==> config.mk <==
export PLATFORM = sky130hd
export DESIGN_NAME = irq_sequencer
export DESIGN_NICKNAME = d
export VERILOG_FILES = /design/src/rtl/irq_sequencer.sv
export SDC_FILE = /design/constraint.sdc
export NUM_CORES = 1
export LEC_CHECK = 0
export ABC_AREA = 1
export BUFFER_PORTS_ARGS = -buffer_cell sky130_fd_sc_hd__buf_4
export CORE_UTILIZATION = 47
export CTS_BUF_LIST = sky130_fd_sc_hd__clkbuf_16
export DETAILED_ROUTE_END_ITERATION = 6
export PLACE_DENSITY = 0.78
export SETUP_SLACK_MARGIN = 0.15
export SKIP_CTS_REPAIR_TIMING = 1
export SYNTH_ARGS = -nofsm -noshare
export SYNTH_HDL_FRONTEND = slang
export SYNTH_SLANG_ARGS = --single-unit
==> constraint.sdc <==
create_clock -name clk -period 2.5 [get_ports clk]
set_clock_uncertainty 0.1 [all_clocks]
set_input_delay 0.25 -clock clk [delete_from_list [all_inputs] [get_ports clk]]
set_output_delay 0.25 -clock clk [all_outputs]
set_load 0.1 [all_outputs]
==> src/rtl/irq_sequencer.sv <==
// Interrupt/exception sequencer: synchronises the timer IRQ, waits for a safe
// ID-stage slot, strobes the decoder, and tracks kernel mode, EPC and cause.
//
// state  | meaning
// USER   | user mode, watching for exceptions and interrupts
// PEND   | interrupt seen, waiting for a safe instruction slot
// TAKE   | one-cycle interrupt strobe, capture epc
// KERNEL | kernel mode, interrupts and exceptions masked
// RET    | one-cycle kernel return, clear cause
module irq_sequencer (
    input  logic        clk,
    input  logic        reset,
    input  logic        irq_in,
    input  logic        exc_in,
    input  logic        id_valid,
    input  logic [31:0] id_pc,
    input  logic        stall_in,
    input  logic        branch_pending,
    input  logic        eret_in,
    output logic        supervise,
    output logic        irq_out,
    output logic [31:0] epc,
    output logic [1:0]  cause,
    output logic        irq_starve
);

    typedef enum logic [2:0] {
        USER   = 3'd0,
        PEND   = 3'd1,
        TAKE   = 3'd2,
        KERNEL = 3'd3,
        RET    = 3'd4
    } state_t;

    state_t      state, state_nx;
    logic        irq_meta, irq_s;
    logic [3:0]  wait_cnt;
    logic        starve_q;
    logic        safe, exc_ok, eret_ok, starve_now;

    assign safe       = id_valid & ~stall_in & ~branch_pending;
    assign exc_ok     = exc_in & id_valid & ~stall_in;
    assign eret_ok    = eret_in & id_valid & ~stall_in;
    assign starve_now = (state == PEND) && (wait_cnt == 4'hf);

    always_ff @(posedge clk or negedge reset) begin
        if (!reset) begin
            irq_meta <= 1'b0;
            irq_s    <= 1'b0;
            state    <= USER;
        end else begin
            irq_meta <= irq_in;
            irq_s    <= irq_meta;
            state    <= state_nx;
        end
    end

    always_comb begin
        state_nx = state;
        case (state)
            USER: begin
                if (exc_ok)
                    state_nx = KERNEL;
                else if (irq_s)
                    state_nx = PEND;
            end
            PEND: begin
                // an exception in the same slot wins over the interrupt
                if (exc_ok)
                    state_nx = KERNEL;
                else if (!irq_s)
                    state_nx = USER;
                else if (safe)
                    state_nx = TAKE;
            end
            TAKE:    state_nx = KERNEL;
            KERNEL: begin
                if (eret_ok)
                    state_nx = RET;
            end
            RET:     state_nx = USER;
            default: state_nx = USER;
        endcase
    end

    always_comb begin
        supervise  = (state == KERNEL) || (state == RET);
        irq_out    = (state == TAKE);
        irq_starve = starve_q | starve_now;
    end

    always_ff @(posedge clk or negedge reset) begin
        if (!reset) begin
            epc   <= 32'h0;
            cause <= 2'b00;
        end else begin
            case (state)
                USER, PEND: begin
                    if (exc_ok) begin
                        epc   <= id_pc;
                        cause <= 2'b10;
                    end
                end
                TAKE: begin
                    epc   <= id_pc;
                    cause <= 2'b01;
                end
                RET:     cause <= 2'b00;
                default: ;
            endcase
        end
    end

    // wait counter lives only while PEND persists; saturates at 15
    always_ff @(posedge clk or negedge reset) begin
        if (!reset) begin
            wait_cnt <= 4'h0;
            starve_q <= 1'b0;
        end else begin
            if ((state == PEND) && (state_nx == PEND))
                wait_cnt <= (wait_cnt == 4'hf) ? wait_cnt : wait_cnt + 4'h1;
            else
                wait_cnt <= 4'h0;
            starve_q <= starve_q | starve_now;
        end
    end

endmodule

==> metrics.md <==
| Metric | Value |
|---|---|
| Status | finished clean |
| Post-Synthesis Mean Instance Area | 9.03 um2 |
| Worst r2r src | state[1] |
| Unrepaired setup endpoints after global routing | no |
| Boundary Pins | 77 |
| Relative max-transition margin | 0.645 |
| Longest Clk Path Bufs | 2 |
| Die area | 4270 um2 |
| Mapped cell area | 1890 um2 |
| Critical path required time | 2.15 ns |
| Clock Pin Slew Worst Setup and Hold Paths | 0.06 ns |
| Core Rows | 22 |
| Buf+Inv Stages, Crit Path | 1 |
| Root Buffer | clkbuf_16 |
| Final period utilization | 0.765 |
| PortBufs | 76 |
| CP Cell Sequence | ha_1 -> nand3_1 -> o21bai_2 -> buf_4 |
| Diode count | 0 |
| CP top delay family | flip-flops |
| Setup slack, reg-to-reg | 0.80 ns |
| Clock Latency Late Sink | 0.28 ns |
| Post-Syn Nets | 250 |
| Register area share after synthesis | 0.584 |
| Avg WL per Cell | between 10 and 15 um |
| Remaining DRCs | 0 |
| Final setup TNS | 0 ns |
| Largest net degree at the start of global routing | between 40 and 50 |
| Area of the multi-input gates | 681 um2 |
| Highest clock rate | 523 MHz |
| Seq cells post-synth | 44 |
| # fillers | ~320 |
| Setup crit start | wait_cnt[0] |
| Layout cell share with drive strength beyond 1 | 0.323 |
| Vias per cell | around 5 |
| Hold Path Depth | 3 |
| First-pass GRT wire length | 6840 um |
| Max Slew Vio Count | 0 |
| Final Hold Viols | 0 |
| Endpoints failing setup | 0 |
| Worst-path fanout max | 4 |
| Initial DRC Count | 72 |
| Number of global-route vias before repair | 1505 |
| Total area of sequential cells | approximately 1100 um2 |
| Hold Path Class | in2reg |
| Synth unique cells | 22 |
| Initial Utilization | 0.504 |
| Crit path launch type | register |
| Commonest non-fill, non-tap cell in the layout | nand2_1 |
| Crit. path cell count | 4 |
| Die height | 65.4 um |
| Synthesis-to-finish area growth | 38.3% |
| DRT antenna net count | 0 |
| Global Route Usage Sum | 0.215 |
| Pre-antenna DRT Iters | 4 |
| Clock Sinks | 44 |
| Reg2reg end | epc[14] |
| Final net count | 326 |
| Initial antenna violation count | 0 |
| Crit path capture | irq_starve |
| Via count | 1676 |
| Core area | 3740 um2 |
| Worst R2R Path Depth | 5 |
| Slowest CP cell | dfrtp_1 |
| Placer Congestion | 0.826 |
| TritonCTS clock tree | done |
| Hpwl dp | 2780 um |
| Die Span X | around 65 um |
| Worst path max stage delay | about 0.38 ns |
| Synth warnings | 0 |
| Worst-margin pin slew | between 0.5 and 0.6 ns |
| Setup Crit Path Kind | reg2out |
| Post-Synthesis Cells | 209 |
| GRT overflow | 0 |
| WL final | 4100 um |
| Critical path arrival | 1.56 ns |
| Max-cap viol count | 0 |
| Final min period | between 1.5 and 2 ns |
| Crit path capture type | output pin |
| CTS H-tree lvls | 2 |
| Cts bufs inserted | 5 |
| Most frequent cells in the layout | nand2_1, buf_4, dfrtp_1 |
==> worst register-to-register path, cell delays in order, from the launching register on <==
cell and delay, ns:
dfrtp_1 0.40, inv_2 0.15, nand3_4 0.36, nand2_4 0.44, nand2_1 0.11, nand2_1 0.08
==> layout make-up <==
type | count | share of cell area
clock inverters | 2 | 0.00288
inverters | 12 | 0.0173
clock buffers | 5 | 0.0479
well taps | 48 | 0.0230
repair buffers | 78 | 0.226
multi-input cells | 144 | 0.261
flip-flops and latches | 44 | 0.422
==> routing by layer <==
metal  share of wire  track usage  vias up
met5               0            0        -
met4           0.017       0.0788        0
met3           0.078       0.0764        8
met2            0.48        0.352       68
met1            0.42        0.260      770
li1                -            -      830
==> Yosys cell counts (all sizes together) <==
master | number | area share
xnor2 | 1 | 0.0046
buf | 9 | 0.034
a21o | 1 | 0.0040
nand4 | 1 | 0.0033
nor3 | 2 | 0.0053
a21oi | 3 | 0.0080
ha | 1 | 0.0066
dfrtp | 44 | 0.58
inv | 12 | 0.024
o21bai | 1 | 0.0040
nand3b | 2 | 0.0080
nand2 | 81 | 0.17
or2 | 1 | 0.0033
nor2 | 5 | 0.014
o21ai | 3 | 0.0080
nand3 | 42 | 0.12
==> logic make-up after synthesis <==
| logic type | count (synthesis) | synth area share |
|---|---|---|
| AND/OR/NAND/NOR | 134 | 0.324 |
| flip-flops | 44 | 0.584 |
| buffers and inverters | 21 | 0.0577 |
| AO/OA/AOI/OAI | 8 | 0.0239 |
| XOR/XNOR | 1 | 0.00464 |
| adder cells (fa/ha/maj) | 1 | 0.00663 |
==> registers in the layout, indices dropped and copies added, names as in the netlist <==
register,flops
irq_meta,1
wait_cnt,4
starve_q,1
state,3
cause,2
irq_s,1
epc,32
==> stage by stage <==
stage | instance area [um2] | setup slack [ns] | hold slack [ns] | utilization | std cells
after global placement | 2460 | 0.827 | 0.176 | 0.656 | 324
after floorplan | 1890 | 0.592 | -0.146 | - | 209
after global routing | 2610 | 0.488 | 0.0634 | 0.697 | 333
after detailed placement | 2460 | 0.752 | 0.173 | 0.656 | 324
after CTS | 2590 | 0.576 | -0.125 | 0.692 | 331
final | 2610 | 0.588 | 0.0599 | 0.697 | 333
==> how the worst min path moves through the flow <==
stage	start	slack, ns	endpoint
global placement	reset	0.18	epc[29]
detailed placement	reset	0.17	epc[1]
CTS	reset	-0.12	epc[30]
finish	id_pc[24]	0.06	epc[24]
global route	id_pc[0]	0.06	epc[0]
floorplan	reset	-0.15	cause[0]
Power is left out: the tool's default activity adds up to more than one toggle a clock period on the data nets, which glitch-free logic cannot reach.
